==> src/rtl/counter_arbiter.sv <==
// -----------------------------------------------------------------------------
// counter_arbiter
//
// Purpose:
//   Shares a single external cycle counter (load/enable/d/q, wrapping at MAX)
//   between up to N requesters. Each requester asks for a timed slot of `len`
//   cycles. The block arbitrates round-robin and loads the counter with zero.
//   It then enables the counter until q reaches L-1, and finally returns a
//   one-cycle `done` pulse to the owning requester.
//
// Parameters:
//   N    number of requesters (2..8)
//   W    counter width, equal to the width of the counter's d/q
//   MAX  wrap value of the attached counter
//
// Ports:
//   clock       in   1    rising-edge clock
//   reset       in   1    asynchronous, active-low reset
//   req         in   N    per-requester level request
//   len         in   N*W  per-requester slot length, requester i uses [i*W +: W]
//   gnt         out  N    one-hot owner of the counter, zero when idle
//   done        out  N    one-cycle completion pulse to the owner
//   busy        out  1    high whenever the FSM is not idle
//   cnt_d       out  W    counter load value (always zero)
//   cnt_load    out  1    counter load strobe
//   cnt_enable  out  1    counter count enable
//   cnt_q       in   W    counter current value
// -----------------------------------------------------------------------------
module counter_arbiter #(
    parameter int N   = 4,
    parameter int W   = 4,
    parameter int MAX = 12
) (
    input  logic             clock,
    input  logic             reset,
    input  logic [N-1:0]     req,
    input  logic [N*W-1:0]   len,
    output logic [N-1:0]     gnt,
    output logic [N-1:0]     done,
    output logic             busy,
    output logic [W-1:0]     cnt_d,
    output logic             cnt_load,
    output logic             cnt_enable,
    input  logic [W-1:0]     cnt_q
);

    localparam int IW = $clog2(N);

    // Largest terminal count a slot may use. Clamping L to MAX+1 makes the
    // terminal count L-1 at most MAX, so the counter never wraps inside a slot.
    localparam logic [W-1:0] MAX_W = W'(MAX);
    localparam logic [W-1:0] ONE_W = W'(1);

    typedef enum logic [1:0] {
        S_IDLE = 2'd0,
        S_LOAD = 2'd1,
        S_RUN  = 2'd2,
        S_DONE = 2'd3
    } state_t;

    // -------------------------------------------------------------------------
    // State and datapath registers
    // -------------------------------------------------------------------------
    state_t             r_state;
    state_t             w_state_next;

    logic [IW-1:0]      r_own;      // index of the current owner
    logic [IW-1:0]      r_last;     // most recent owner, the round-robin pointer
    logic [W-1:0]       r_lim;      // terminal count L-1 for the current slot

    // -------------------------------------------------------------------------
    // Combinational helpers
    // -------------------------------------------------------------------------
    logic [N-1:0][W-1:0] w_lim;     // per-requester terminal count L-1
    logic [N-1:0]        w_own_1h;  // one-hot decode of r_own
    logic [IW-1:0]       w_pick;    // round-robin winner
    logic                w_pick_valid;
    logic                w_own_req; // owner still requesting
    logic                w_withdraw;
    logic                w_grant;
    logic                w_at_end;

    // Effective terminal count per requester:
    //   len == 0          -> L = 1      -> L-1 = 0
    //   len-1 > MAX       -> L = MAX+1  -> L-1 = MAX
    //   otherwise                       -> L-1 = len-1
    // This is computed for every requester in parallel, so the grant cycle
    // only has to select one entry.
    generate
        for (genvar gi = 0; gi < N; gi++) begin : g_lim
            logic [W-1:0] w_len_i;
            logic [W-1:0] w_len_m1;

            assign w_len_i  = len[gi*W +: W];
            assign w_len_m1 = w_len_i - ONE_W;
            assign w_lim[gi] = (w_len_i == '0)      ? '0    :
                               (w_len_m1 > MAX_W)   ? MAX_W :
                                                      w_len_m1;
        end
    endgenerate

    // One-hot owner decode, which gnt and done share.
    generate
        for (genvar gi = 0; gi < N; gi++) begin : g_own_1h
            assign w_own_1h[gi] = (r_own == IW'(gi));
        end
    endgenerate

    // Round-robin search starting at r_last+1 (mod N). The loop runs from
    // the farthest candidate to the nearest one. A later match overwrites an
    // earlier one, so the requester closest after r_last wins.
    always_comb begin
        logic [IW:0] v_sum;
        w_pick       = '0;
        w_pick_valid = 1'b0;
        v_sum        = '0;
        for (int k = N; k >= 1; k--) begin
            v_sum = {1'b0, r_last} + (IW+1)'(k);
            if (v_sum >= (IW+1)'(N)) begin
                v_sum = v_sum - (IW+1)'(N);
            end
            if (req[v_sum[IW-1:0]]) begin
                w_pick       = v_sum[IW-1:0];
                w_pick_valid = 1'b1;
            end
        end
    end

    assign w_own_req  = req[r_own];
    // A withdrawal is only honoured while the slot is still in progress.
    // Once in DONE, the slot has completed regardless of req.
    assign w_withdraw = ((r_state == S_LOAD) || (r_state == S_RUN)) && !w_own_req;
    assign w_grant    = (r_state == S_IDLE) && w_pick_valid;
    // cnt_q is only meaningful in RUN. During LOAD it still holds a stale value.
    assign w_at_end   = (r_state == S_RUN) && (cnt_q == r_lim);

    // -------------------------------------------------------------------------
    // FSM: state register
    // -------------------------------------------------------------------------
    always_ff @(posedge clock or negedge reset) begin
        if (!reset) begin
            r_state <= S_IDLE;
        end else begin
            r_state <= w_state_next;
        end
    end

    // -------------------------------------------------------------------------
    // FSM: next-state logic
    // -------------------------------------------------------------------------
    always_comb begin
        w_state_next = r_state;
        case (r_state)
            S_IDLE: begin
                if (w_pick_valid) begin
                    w_state_next = S_LOAD;
                end
            end
            S_LOAD: begin
                if (!w_own_req) begin
                    w_state_next = S_IDLE;
                end else begin
                    w_state_next = S_RUN;
                end
            end
            S_RUN: begin
                // Withdrawal wins over completion. A requester that dropped
                // its request gets no done pulse.
                if (!w_own_req) begin
                    w_state_next = S_IDLE;
                end else if (w_at_end) begin
                    w_state_next = S_DONE;
                end
            end
            S_DONE: begin
                w_state_next = S_IDLE;
            end
            default: begin
                w_state_next = S_IDLE;
            end
        endcase
    end

    // -------------------------------------------------------------------------
    // FSM: Moore outputs
    // -------------------------------------------------------------------------
    always_comb begin
        gnt        = '0;
        done       = '0;
        busy       = 1'b0;
        cnt_load   = 1'b0;
        cnt_enable = 1'b0;
        cnt_d      = '0;
        case (r_state)
            S_IDLE: begin
                gnt  = '0;
                busy = 1'b0;
            end
            S_LOAD: begin
                gnt      = w_own_1h;
                busy     = 1'b1;
                cnt_load = 1'b1;
            end
            S_RUN: begin
                gnt        = w_own_1h;
                busy       = 1'b1;
                cnt_enable = 1'b1;
            end
            S_DONE: begin
                gnt  = w_own_1h;
                done = w_own_1h;
                busy = 1'b1;
            end
            default: begin
                gnt  = '0;
                busy = 1'b0;
            end
        endcase
    end

    // -------------------------------------------------------------------------
    // Datapath: owner, terminal count and round-robin pointer
    // -------------------------------------------------------------------------
    always_ff @(posedge clock or negedge reset) begin
        if (!reset) begin
            r_own  <= '0;
            r_lim  <= '0;
            // Pointing at the last requester makes requester 0 win first.
            r_last <= IW'(N-1);
        end else begin
            if (w_grant) begin
                r_own <= w_pick;
                r_lim <= w_lim[w_pick];
            end
            // The pointer advances both on completion and on withdrawal. A
            // requester that keeps req high therefore cannot starve the others.
            if ((r_state == S_DONE) || w_withdraw) begin
                r_last <= r_own;
            end
        end
    end

endmodule
==> config.mk <==
export PLATFORM = sky130hd
export DESIGN_NAME = counter_arbiter
export DESIGN_NICKNAME = d
export VERILOG_FILES = /design/src/rtl/counter_arbiter.sv
export SDC_FILE = /design/constraint.sdc
export NUM_CORES = 1
export LEC_CHECK = 0
export CAP_MARGIN = 0
export CELL_PAD_IN_SITES_DETAIL_PLACEMENT = 1
export CELL_PAD_IN_SITES_GLOBAL_PLACEMENT = 1
export CORE_MARGIN = 4
export CORE_UTILIZATION = 36
export CTS_BUF_LIST = sky130_fd_sc_hd__clkbuf_4 sky130_fd_sc_hd__clkbuf_8
export CTS_CLUSTER_DIAMETER = 50
export DETAILED_ROUTE_END_ITERATION = 6
export PLACE_DENSITY = 0.9
export SLEW_MARGIN = 30
export SYNTH_ARGS = -nofsm -noshare
export SYNTH_HDL_FRONTEND = slang
export SYNTH_SLANG_ARGS = --single-unit
==> constraint.sdc <==
create_clock -name clock -period 2.2 [get_ports clock]
set_input_delay 0.66 -clock clock [delete_from_list [all_inputs] [get_ports clock]]
set_output_delay 0.66 -clock clock [all_outputs]
set_load 0.02 [all_outputs]
# Yosys cells after proc, flatten, opt, wreduce, memory -nomap -nowiden
# Index checks and enable logic that the tools add are counted.
dict set report word_totals {
  regBits 10
  elab_cells 95
  output_inout_bits 15
}
dict set report op_classes {
  n_addsub 12
  muxes 42
  order_cmp 14
  n_eq_ne 9
  reduce_logical 14
}
# op n
set ops {}
lappend ops {{$mux 4} 10}
lappend ops {{$mux 2} 12}
lappend ops {{$lt 2x3->1 const B} 6}
lappend ops {{$gt 4x4->1 const B} 4}
lappend ops {{$logic_not 4->1} 4}
lappend ops {{$sub 4x1->4 const B} 4}
lappend ops {{$ge 3x3->1 const B} 4}
lappend ops {{$mux 1} 11}
lappend ops {{$bmux 1 s2} 5}
lappend ops {{$bmux 4 s2} 1}
lappend ops {{$eq 2x2->1 const B} 4}
lappend ops {{$pmux 2 s4} 1}
lappend ops {{$pmux 4 s2} 1}
lappend ops {{$sub 2x1->2 const B} 4}
lappend ops {{$add 2x2->3 const B} 2}
lappend ops {{$eq 2x1->1 const B} 2}
lappend ops {{$eq 4x4->1} 1}
lappend ops {{$logic_not 2->1} 2}
lappend ops {{$add 2x1->3 const B} 1}
lappend ops {{$add 2x3->3 const B} 1}
lappend ops {{$logic_and 1x1->1} 3}
lappend ops {{$ne 3x3->1 const B} 1}
lappend ops {{$reduce_or 3->1} 1}
lappend ops {{$logic_or 1x1->1} 2}
lappend ops {{4 further kinds} 4}

# Logic depth before layout (Yosys ltp)
# Gate-level depths: netlist of the first run.
dict set report logic_depth {
  word_depth 11
  mapped_depth 8
  ltp_nobuf 8
}

# Worst setup path before layout of the first run
# OpenSTA, ideal clock, no wires.
dict set report synth_timing {
  path_kind {input-to-reg}
  start {input port len[1]}
  end {register r_lim[1]}
  path_buffers 0
  t_required_ps 2061
  setup_slack_ps 265
  setup_ps 139
  stages 8
  t_arrival_ps 1796
  path_cell_list {inv_1 > ha_1 > nor2b_1 > a21oi_1 > nor3b_1 > a2111oi_2 > a21oi_1 > o221ai_1}
}
dict set report synth_via {
  elab_chain_cells 6
  elab_cells_between_ends 7
  cone_classes {add/sub (1); order compare (1); mux (4); reduce/logical (1)}
}
# element line
set synth_rtl {}
lappend synth_rtl {{start, declared} 37} ;# input logic [N*W-1:0] len,
lappend synth_rtl {{$sub 4x1->4} 95} ;# assign w_len_m1 = w_len_i - ONE_W;
lappend synth_rtl {{$gt 4x4->1} 97} ;# (w_len_m1 > MAX_W) ? MAX_W :
lappend synth_rtl {{$mux 4} 97}
lappend synth_rtl {{$mux 4 *} 96} ;# assign w_lim[gi] = (w_len_i == '0) ? '0 :
lappend synth_rtl {{$bmux 4 s2 *} 233} ;# r_lim <= w_lim[w_pick];
lappend synth_rtl {{$mux 4 (not written as such) *} 233}
lappend synth_rtl {{end signal, assigned} 233}
lappend synth_rtl {{end, declared} 69} ;# logic [W-1:0] r_lim;
# Mark *: on every way between the ends. The rest lies on a longest branch, timed or not. The select of a mux whose other input is x is not followed.
# A chain may end at the register's enable or synchronous reset.

# Final worst setup path of the first run
dict set report layout_timing {
  start {input port len[10]}
  end {register r_lim[3]}
}
# The elaborated chain is that of the path after synthesis.

==> flow_summary.toml, run 1 <==
[status]
outcome = "complete, but fails checks"
violations = "negative setup slack"

[clocking]
cts.htree.levels = 1
cts_root_buf = "clkbuf_8"
clk_pin_slew_ps = 60
clk-insertion-delay-late_ps = 260
cts_made_buffers = 3
ctsHoldBuffers = 0
cts_buffer_depth = 2
tritoncts = "done"
cts_num_sinks = 10

[logic_synthesis]
ys_seq_area_frac = 0.173
synth_edf_count = 0
syn_area_mm2 = 0.00146
synthCells = 180
synth_top_family_by_area = "simple AND/OR/NAND/NOR gates"
avgSynthCellArea_um2 = 8.12
ys.flop_type = "dfrtp_1"
yosysTopAreaCell = "ha_1"
synth.top_cell.area_share = 0.146
ys_types = 45
synth_fa_ha_area_frac = 0.146
yosysWarnings = 0
netlist_top_cells_area = "ha_1, dfrtp_1, a21oi_1"
synth-async-reset-ratio = 1.00
synthMuxAreaShare = 0.0711
synth_xor_area_frac = 0.0420
ys_ff_latch = 10
synth_compound_area_frac = 0.238
yosys.area_share.simple = 0.253

[global_routing]
antenna_found_initial = 0
grt_pass1_wl_um = 9990
grt_max_degree = 12
grt-ovfl-total = 0
track_usage = 0.249
grt_pass1_vias = 1933

[power]
power.leakage_nw = 1.23
power_density_mw_per_mm2 = 896
ir_worst_vdd_mv = 0.296

[die]
core_area_mm2 = 0.00380
initial_core_util = 0.385
fp.dieW_um = 71.7
dieArea_mm2 = 0.00514
chipHeight_um = 71.7
io_pins = 41
num_rows = 22

[cells_and_area]
layout.cells.non_filler = 313
antenna_cells = 0
drive_gt1_frac = 0.430
layout.nets = 309
area_delta_synth_final_pct = 74.3
utilization = 0.671

[sta]
max_freq_ghz = 0.452
clock_skew_ps = 11.8
slew_headroom = 0.640
hold_viol_final = 0
worst_pin_slew_ps = 535
finalSetupViolCount = 1
maxSlewViolCount = 0
min_period_ps = 2210
setup_ws_ps = -10.1
period_share = 1.00
finalSetupTns_ps = -10.1

[placed_design]
gp_congestion = 0.841
io_buffer_count = 36
dp_hpwl_um = 4050
place_inst = 304

[routing]
vias = 1906
ant_nets = 0
drc = 0
via_per_inst = 6.09
drt-total-wl_um = 8110
drt-initial-drc-count = 170
wl_per_cell_um = 25.9
firstDrtPassIters = 4

[setup_path]
endpoint_kind = "flip-flop"
crit_path_max_fanout = 2
worstPathCellList = "clkdlybuf4s50_1, or3_1, nor3_1, a21oi_1, mux2_4, o22ai_2, a21o_1"
cp_slowest_cell = "clkdlybuf4s50_1"
crit_type = "input port to flip-flop"
arrival_ps = 2400
critPathRequiredTime_ps = 2390
critPathMaxStageDelay_ps = 420
start_kind = "input port"

[job]
cap_violations = 0

[worst_hold_path]
hold_path_class = "flip-flop to flip-flop"
synthesized netlist by cell type, types with 4 or more instances:
cell type   n
nand2_1    10
o21ai_0     4
or3_1       4
a21oi_1    19
mux2_2      4
xor2_1      5
dfrtp_1     8
nor3_1     10
inv_1      15
buf_4       4
nor2b_1     9
nand2b_1    9
ha_1       17
a211oi_1    4
nor2_1      8
nor3b_1     6
path summary, 6_finish.rpt:
kind	from	cells past startpoint	slack [ps]	endpoint
worst max-delay path	len[10]	7	-10	r_lim[3]
worst min-delay path	r_lim[2]	2	570	r_lim[2]
worst max register to register	r_last[1]	7	270	r_lim[3]
worst min register to register	r_lim[2]	2	570	r_lim[2]
max in group asynchronous	reset	1	1070	r_last[0]
min in group asynchronous	reset	1	750	r_own[1]
metrics by stage:
step	hold slack, ps	worst slack [ps]	power (mW)	instance area (µm²)
detailed placement	499	-406	1.70	2180
finish	571	-10.1	2.28	2550
global placement	490	-315	1.60	2180
CTS	509	-179	2.04	2320
floorplan	364	265	1.15	1470
global route	584	-182	2.39	2550
metal layers:
layer / vias up / share of wire / track usage / routed length (µm)
met4: 0 / 0.058 / 0.150 / 467
met5: - / 0 / 0 / 0
met1: 939 / 0.38 / 0.271 / 3080
met2: 123 / 0.50 / 0.460 / 4020
met3: 35 / 0.068 / 0.0252 / 549
li1: 809 / - / - / -
critical path, delay by kind of cell:
family | cells | cell delay, ps
AOI/OAI and AO/OA | 3 | 400
buffers and inverters | 1 | 420
muxes | 1 | 300
and+or+nand+nor | 2 | 610
power breakdown:
part	internal [mW]	total, mW	switching [mW]
clock network	0.140	0.231	0.0909
logic	0.724	1.60	0.879
registers	0.295	0.448	0.153
final cells by class:
type                    count  area [µm²]
multi-input cells         150        1390
fillers                   435        1250
repair buffers             86         743
inverters                  15        56.3
flip-flops and latches     10         253
clock buffers               4        48.8
well taps                  48        60.1
placed cells by master (no fill, tap or decap), types with 3 or more instances in the layout:
cell	instances
mux2_4	3
nor2b_2	5
nand2_1	10
xor2_1	5
o21ai_0	3
nor3_2	6
inv_1	10
nor3_1	4
ha_1	10
nor2b_1	3
dlygate4sd2_1	9
clkdlybuf4s50_1	13
a21o_1	3
nand2b_1	6
nor2_1	8
dlymetal6s2s_1	10
ha_4	5
dfrtp_1	8
a211oi_2	3
conb_1	4
inv_2	5
nor3b_1	4
a21oi_2	4
a2111oi_4	3
buf_4	49
a21oi_1	15
clkbuf_8	3
and3b_1	3
flip-flops by register name, indices dropped and copies added, names as in the netlist:
register  count
r_lim         4
r_last        2
r_own         2
r_state       2
cell families after synthesis:
group | Yosys count
AO/OA/AOI/OAI | 48
buffers and inverters | 23
XOR/XNOR | 7
multiplexers | 8
adder cells (fa/ha/maj) | 17
other | 1
AND/OR/NAND/NOR | 66
flip-flops | 10
timing repair:
action | CTS | global route
endpoints found under the setup margin | 16 | 9
buffers inserted | 3 | 2
gates resized for setup | 31 | 58
pin swaps | 6 | 18
Note: power is estimated with default switching activity, not from simulation.
==> inputs of run 2 (changes only) <==
--- a/config.mk
+++ b/config.mk
@@ -9,11 +9,11 @@
 export CELL_PAD_IN_SITES_DETAIL_PLACEMENT = 1
 export CELL_PAD_IN_SITES_GLOBAL_PLACEMENT = 1
 export CORE_MARGIN = 4
-export CORE_UTILIZATION = 36
+export CORE_UTILIZATION = 33
 export CTS_BUF_LIST = sky130_fd_sc_hd__clkbuf_4 sky130_fd_sc_hd__clkbuf_8
 export CTS_CLUSTER_DIAMETER = 50
 export DETAILED_ROUTE_END_ITERATION = 6
-export PLACE_DENSITY = 0.9
+export PLACE_DENSITY = 0.88
 export SLEW_MARGIN = 30
 export SYNTH_ARGS = -nofsm -noshare
 export SYNTH_HDL_FRONTEND = slang
==> constraint.sdc (replaced) <==
create_clock -name clock -period 1.87 [get_ports clock]
set_input_delay 0.561 -clock clock [delete_from_list [all_inputs] [get_ports clock]]
set_output_delay 0.561 -clock clock [all_outputs]
set_load 0.02 [all_outputs]
==> run 2 against run 1 <==
Net effect: the flow still finishes with violations (negative setup slack); setup slack worse by 31 ps; clock-buffer cell count unchanged; power up 29%; register-to-register slack got worse by 300 ps; worst hold slack lost 31 ps; critical path depth up 2; non-clock buffer count increased by 10; sequential share of layout area fell by 0.33 points; largest power group unchanged.
==> flow_summary.toml, run 2 (synthesized netlist as in run 1, its figures left out) <==
[setup_path]
crit_path_max_fanout = 3
cp_slowest_cell = "a211oi_2"
crit_buf_inv = 3
critPathLaunch = "len[12]"
worstPathCellList = "buf_2, inv_1, ha_1, nor2b_1, buf_4, a21o_1, a211oi_2, a211oi_2, nor3_2"
critPathTopFamily = "compound AO/OA/AOI/OAI gates"
critPathMaxStageDelay_ps = 280
crit_type = "input port to flip-flop"
arrival_ps = 2070
endpoint_kind = "flip-flop"
r2r_start = "r_last[1]"
cp_common_cell = "a211oi_2"
start_kind = "input port"
r2r_slack_ps = -30
critPathRequiredTime_ps = 2030

[cells_and_area]
top_register = "r_lim"
design_area_mm2 = 0.00268
final_common_cell = "buf_4"
antenna_cells = 0
drive_gt1_frac = 0.582
multi_input_area_mm2 = 0.00146
layout_common_cells = "buf_4, a21oi_1, buf_6"
largest_reg_flops = 4
seqCellArea_um2 = 256
utilization = 0.646
layout.nets = 319
area_delta_synth_final_pct = 83.0
fillCellCount = 491

[global_routing]
antenna_found_initial = 0
grt_pass1_wl_um = 9190
track_usage = 0.212
grt-ovfl-total = 0
grt_max_degree = 11
grt_pass1_vias = 1889

[routing]
firstDrtPassIters = 4
vias = 1823
via_per_inst = 5.61
drt-total-wl_um = 7000
drt-initial-drc-count = 42
drc = 0
wl_per_cell_um = 21.5
ant_nets = 0

[die]
io_pins = 41
dieArea_mm2 = 0.00556
num_rows = 23
chipHeight_um = 74.5
fp.dieW_um = 74.5
initial_core_util = 0.353
core_area_mm2 = 0.00414

[status]
violations = "negative setup slack"
outcome = "complete, but fails checks"

[sta]
hold_viol_final = 0
finalSetupTns_ps = -102
worst_pin_slew_ps = 519
slew_headroom = 0.653
min_period_ps = 1910
hold_slack_ps = 539
max_freq_ghz = 0.523
setup_ws_ps = -40.9
clock_skew_ps = 0.701
finalSetupViolCount = 3
maxSlewViolCount = 0
grt_setup_unrepaired = "true"
period_share = 1.02

[placed_design]
gp_congestion = 0.740
io_buffer_count = 36
dpl_cell_area_mm2 = 0.00223
dp_hpwl_um = 4100

[clocking]
cts_num_sinks = 10
cts_root_buf = "clkbuf_8"
cts_buffer_depth = 2
tritoncts = "done"
cts.htree.levels = 1
clk-insertion-delay-late_ps = 240
clk_pin_slew_ps = 50
cts_made_buffers = 3

[power]
power.leakage_nw = 1.22
power_density_mw_per_mm2 = 1100
power_mw = 2.94
ir_worst_vdd_mv = 0.358

[job]
cap_violations = 0

[worst_hold_path]
hp-start = "r_lim[3]"
hold_path_class = "flip-flop to flip-flop"
==> run 2: cell types whose count changed in the layout (fill, tap and decap cells not counted), sizes merged <==
| cell | before | now |
|---|---|---|
| clkdlybuf4s15 | 2 | 6 |
| dlymetal6s2s | 10 | 2 |
| dlygate4sd2 | 9 | 5 |
| clkdlybuf4s50 | 13 | 6 |
| buf | 50 | 71 |
| clkbuf | 6 | 10 |
==> run 2: metrics by stage <==
stage	setup slack (ps)	instances
floorplan	34.5	183
global route	-188	325
finish	-40.9	325
CTS	-96.8	321
global placement	-529	313
detailed placement	-694	313
==> run 2: layout make-up <==
cell class / instances / share of cell area
inverters: 15 / 0.0210
flip-flops and latches: 10 / 0.0959
well taps: 50 / 0.0234
clock buffers: 4 / 0.0206
repair buffers: 96 / 0.295
multi-input cells: 150 / 0.544
==> run 2: repair_timing <==
action	in CTS	in global routing
hold buffers	0	0
endpoints found under the hold margin	0	0
gates resized for setup	111	73
pin swaps	25	20
buffers inserted	4	4
setup endpoints to repair	21	18
==> run 2: worst paths after layout <==
path | end | cells after the start
setup / recovery | r_lim[0] | 9
hold / removal | r_lim[3] | 1
setup reg to reg | r_lim[0] | 7
hold reg to reg | r_lim[3] | 1
max in group asynchronous | r_state[1] | 1
min in group asynchronous | r_own[1] | 1
==> run 2: power breakdown <==
part | leakage, nW | internal, mW | total (mW) | switching (mW)
logic | 1.08 | 1.07 | 2.14 | 1.06
registers | 0.115 | 0.354 | 0.516 | 0.162
clock network | 0.0288 | 0.186 | 0.287 | 0.100
total | 1.22 | 1.62 | 2.94 | 1.33
==> run 2: routing by layer <==
metal | up-vias | track usage | wire, µm
met5 | - | 0 | 0
met4 | 0 | 0.0316 | 230
met3 | 22 | 0.0216 | 299
met2 | 68 | 0.429 | 3830
met1 | 906 | 0.238 | 2640
li1 | 827 | - | -
==> inputs of run 3 (changes only) <==
--- a/config.mk
+++ b/config.mk
@@ -13,7 +13,7 @@
 export CTS_BUF_LIST = sky130_fd_sc_hd__clkbuf_4 sky130_fd_sc_hd__clkbuf_8
 export CTS_CLUSTER_DIAMETER = 50
 export DETAILED_ROUTE_END_ITERATION = 6
-export PLACE_DENSITY = 0.88
+export PLACE_DENSITY = 0.77
 export SLEW_MARGIN = 30
 export SYNTH_ARGS = -nofsm -noshare
 export SYNTH_HDL_FRONTEND = slang
==> run 3 against run 2 <==
Net effect: critical endpoint is now r_lim[1]; sequential cell count unchanged; die area unchanged; critical path type is now flip-flop to flip-flop; critical path depth down 2; highest routed layer unchanged; wire length down 1.3%; sequential share of layout area unchanged; core utilization unchanged; largest cell class unchanged; the run still ends with negative setup slack left; fmax up 0.24%; clock-buffer cell count unchanged.
==> flow_summary.toml, run 3 (synthesized netlist as in run 1, its figures left out) <==
[global_routing]
grt-ovfl-total = 0
grt_pass1_wl_um = 9400
grt_max_degree = 11
antenna_found_initial = 0
track_usage = 0.220
grt_pass1_vias = 1932

[die]
initial_core_util = 0.353
num_rows = 23
dieArea_mm2 = 0.00556
core_area_mm2 = 0.00414
io_pins = 41
fp.dieW_um = 74.5
chipHeight_um = 74.5

[sta]
worst_pin_slew_ps = 533
setup_ws_ps = -36.4
grt_setup_unrepaired = "true"
finalSetupViolCount = 4
period_share = 1.02
max_freq_ghz = 0.525
maxSlewViolCount = 0
slew_headroom = 0.643
hold_slack_ps = 529
min_period_ps = 1910
hold_viol_final = 0
clock_skew_ps = 5.23

[setup_path]
r2r_slack_ps = -40
crit_path_max_fanout = 8
r2r_cells = 7
crit_end = "r_lim[1]"
critPathRequiredTime_ps = 2030
start_kind = "flip-flop"
crit_type = "flip-flop to flip-flop"
critPathLaunch = "r_last[1]"
r2r_start = "r_last[1]"
endpoint_kind = "flip-flop"
timing.rr.end = "r_lim[1]"
arrival_ps = 2070

[status]
violations = "negative setup slack"
outcome = "complete, but fails checks"

[routing]
wl_met2_um = 3770
firstDrtPassIters = 5
via_per_inst = 5.47
vias = 1810
ant_nets = 0
wl_per_cell_um = 20.9
drc = 0
wl_met1_um = 2630
drt-total-wl_um = 6900
drt-initial-drc-count = 58
wl_met3_um = 263
highest_layer = "met4"

[cells_and_area]
area_delta_synth_final_pct = 83.0
layout.nets = 325
antenna_cells = 0
largest_reg_flops = 4
top_register = "r_lim"
layout_common_cells = "buf_4, a21oi_1, nand2_1"
drive_gt1_frac = 0.580
design_area_mm2 = 0.00268
final_common_cell = "buf_4"

[placed_design]
dpl_cell_area_mm2 = 0.00229
gp_congestion = 0.831
dp_hpwl_um = 3970
io_buffer_count = 36

[power]
power_density_mw_per_mm2 = 1090
ir_worst_vdd_mv = 0.407
power.leakage_nw = 1.23

[clocking]
cts_buffer_depth = 2
cts_num_sinks = 10
ctsHoldBuffers = 0
clk_pin_slew_ps = 60
tritoncts = "done"
cts.htree.levels = 1
cts_root_buf = "clkbuf_8"
clk-insertion-delay-late_ps = 250
cts_made_buffers = 3

[worst_hold_path]
hold_path_class = "flip-flop to flip-flop"

[job]
cap_violations = 0
==> run 3: final cells by class <==
| type | count | area [µm²] |
|---|---|---|
| clock buffer | 4 | 55.1 |
| multi-input combinational | 150 | 1420 |
| timing repair buffer | 102 | 825 |
| fill | 467 | 1470 |
| sequential | 10 | 256 |
| tap | 50 | 62.6 |
| inverter | 15 | 56.3 |
==> run 3: metrics by stage <==
| step | utilization | setup WS, ps | power [mW] | instances | TNS (ps) |
|---|---|---|---|---|---|
| 3_3_place_gp | 0.552 | -610 | 2.09 | 320 | -5120 |
| 2_1_floorplan | - | 34.5 | 1.35 | 183 | 0 |
| 5_1_grt | 0.646 | -101 | 3.07 | 331 | -386 |
| 3_5_place_dp | 0.552 | -681 | 2.16 | 320 | -6200 |
| 4_1_cts | 0.603 | 0.795 | 2.53 | 326 | 0 |
| 6_report | 0.646 | -36.4 | 2.93 | 331 | -76.0 |
==> run 3: routing by layer <==
| metal | vias up | track usage |
|---|---|---|
| met4 | 0 | 0.0593 |
| met3 | 29 | 0.0351 |
| li1 | 841 | - |
| met1 | 883 | 0.244 |
| met2 | 57 | 0.427 |
| met5 | - | 0 |
==> run 3: worst min-delay path by stage <==
| stage | from | to | slack, ps | cells after the start |
|---|---|---|---|---|
| 3_3_place_gp | r_lim[3] | r_lim[3] | 500 | 1 |
| 2_1_floorplan | reset | r_lim[0] | 270 | 0 |
| 5_1_grt | r_lim[2] | r_lim[2] | 570 | 2 |
| 6_report | r_lim[3] | r_lim[3] | 530 | 1 |
| 4_1_cts | r_lim[3] | r_lim[3] | 510 | 1 |
| 3_5_place_dp | r_lim[2] | r_lim[2] | 510 | 2 |
==> run 3: power by group <==
group / leakage (nW) / switching, mW / internal (mW)
clock: 0.0288 / 0.110 / 0.187
combinational: 1.08 / 1.05 / 1.06
sequential: 0.115 / 0.164 / 0.354
==> run 3: timing repair <==
action	4_1_cts	5_1_grt
pin swaps	23	14
endpoints found under the hold margin	0	0
setup buffers	2	5
resized for setup	122	48
endpoints found under the setup margin	21	14
==> run 3: worst max-delay path, stage by stage (launching register included) <==
cell	delay, ps
dfstp_2	570
mux2i_1	200
o22a_2	170
o21ai_4	80
buf_4	180
a311oi_1	290
a21oi_1	100
o221ai_2	210
==> edit, RTL diff (settings of run 2) <==
Set the parameter `W` to 5 (it was 4).
--- a/src/rtl/counter_arbiter.sv
+++ b/src/rtl/counter_arbiter.sv
@@ -28,7 +28,7 @@
 // -----------------------------------------------------------------------------
 module counter_arbiter #(
     parameter int N   = 4,
-    parameter int W   = 4,
+    parameter int W   = 5,
     parameter int MAX = 12
 ) (
     input  logic             clock,
Interface: changed (resized cnt_d, cnt_q and len); port bits go from 41 to 47. No check against the original RTL was run, so the function may have changed too.
==> edit against run 2 <==
- the flow still finishes with violations (negative setup slack)
- first-iteration DRC count increased by 150%
- synthesized cell count increased by 2.8%
- sequential power hardly changed
- routed wire length fell by 1.7%
- synthesized area decreased by 2.0%
- setup slack got worse by 0.19 ns
- final area decreased by 4.0%
- register-to-register slack got worse by 0.20 ns
- sequential cell count rose by 1
- die area decreased by 1.7%
- power shrank 8.0%
- sequential share of layout area grew 1.3 points
- clock skew rose by 0.00064 ns
- critical path type is now reg2reg
==> edit: results (changes against run 2) <==
| Metric | Value |
|---|---|
| Setup Skew | 0.001346 ns (+0.0006449 ns) |
| Outcome | finished with violations |
| Buffering overhead | 0.2958 (+0.0006740) |
| Critical-path maximum fanout | 4 (+1) |
| DP Cell Count | 312 (-0.32%) |
| Critical-path top delay cell | dfstp_2 |
| Synth top area cells | dfrtp_1 (16%), ha_1 (10%), nor2_1 (5.2%), inv_1 (4.7%), nor3_1 (3.8%) |
| Cells after Synth | 185 (+2.8%) |
| Vias in the first global route | 1981 (+4.9%) |
| Clock sink total | 11 (+1) |
| Via count | 1841 (+0.99%) |
| Non-Clock Buffer Count | 97 (+1.0%) |
| Final WS setup | -0.2272 ns (-0.1864 ns) |
| Routing usage on met1 | 0.2519 (+0.01407) |
| Setup TNS Final | -0.4866 ns (-0.3843 ns) |
| Top cells by count, synth | nor2_1 (20), inv_1 (18), ha_1 (12), nor3_1 (11), o21ai_0 (10) |
| Failing checks | negative setup slack |
| Largest net degree at the start of global routing | 12 (+1) |
| Maximum vdd drop | 384.7 uV (+7.4%) |
| Routed length on met1 | 2.534 mm (-3.8%) |
| Final setup fails | 5 (+2) |
| Met3 GRT Util | 0.04241 (+0.02079) |
| Leak Pwr | 1.202 nW (-1.5%) |
| WP data arrival | 2.28 ns (+0.21 ns) |
| Final hold slack | 0.5663 ns (+0.02719 ns) |
| Crit path launch | r_last[1] |
| Final Net Count | 324 (+1.6%) |
| CP max stage delay | 0.56 ns (+0.28 ns) |
| Hpwl dp | 4.047 mm (-1.2%) |
| Met2 Track Usage GR | 0.4262 (-0.003087) |
| Finished Core Util | 0.6283 (-0.01724) |
==> edit: cell types whose count changed in the layout (fill, tap and decap cells not counted), moves of 4 or more <==
cell and change:
a21oi_1 -15, nor2_1 +9, buf_6 -6, ha_2 -5, dlygate4sd2_1 +4, nor3_1 +4
o21ai_0 +4, or3_4 -4
==> edit: power by group <==
| part | internal (mW) | switching [mW] | total [mW] |
|---|---|---|---|
| logic | 0.942 | 0.978 | 1.92 |
| clock network | 0.165 | 0.106 | 0.271 |
| registers | 0.365 | 0.150 | 0.515 |
==> edit: timing repair <==
| item | 4_1_cts | 5_1_grt |
|---|---|---|
| buffers inserted | 6 | 7 |
| pin swaps | 25 | 19 |
| gates cloned | 1 | 0 |
| resized for setup | 136 | 42 |
| setup endpoints to repair | 22 | 20 |
| hold endpoints to repair | 0 | 0 |
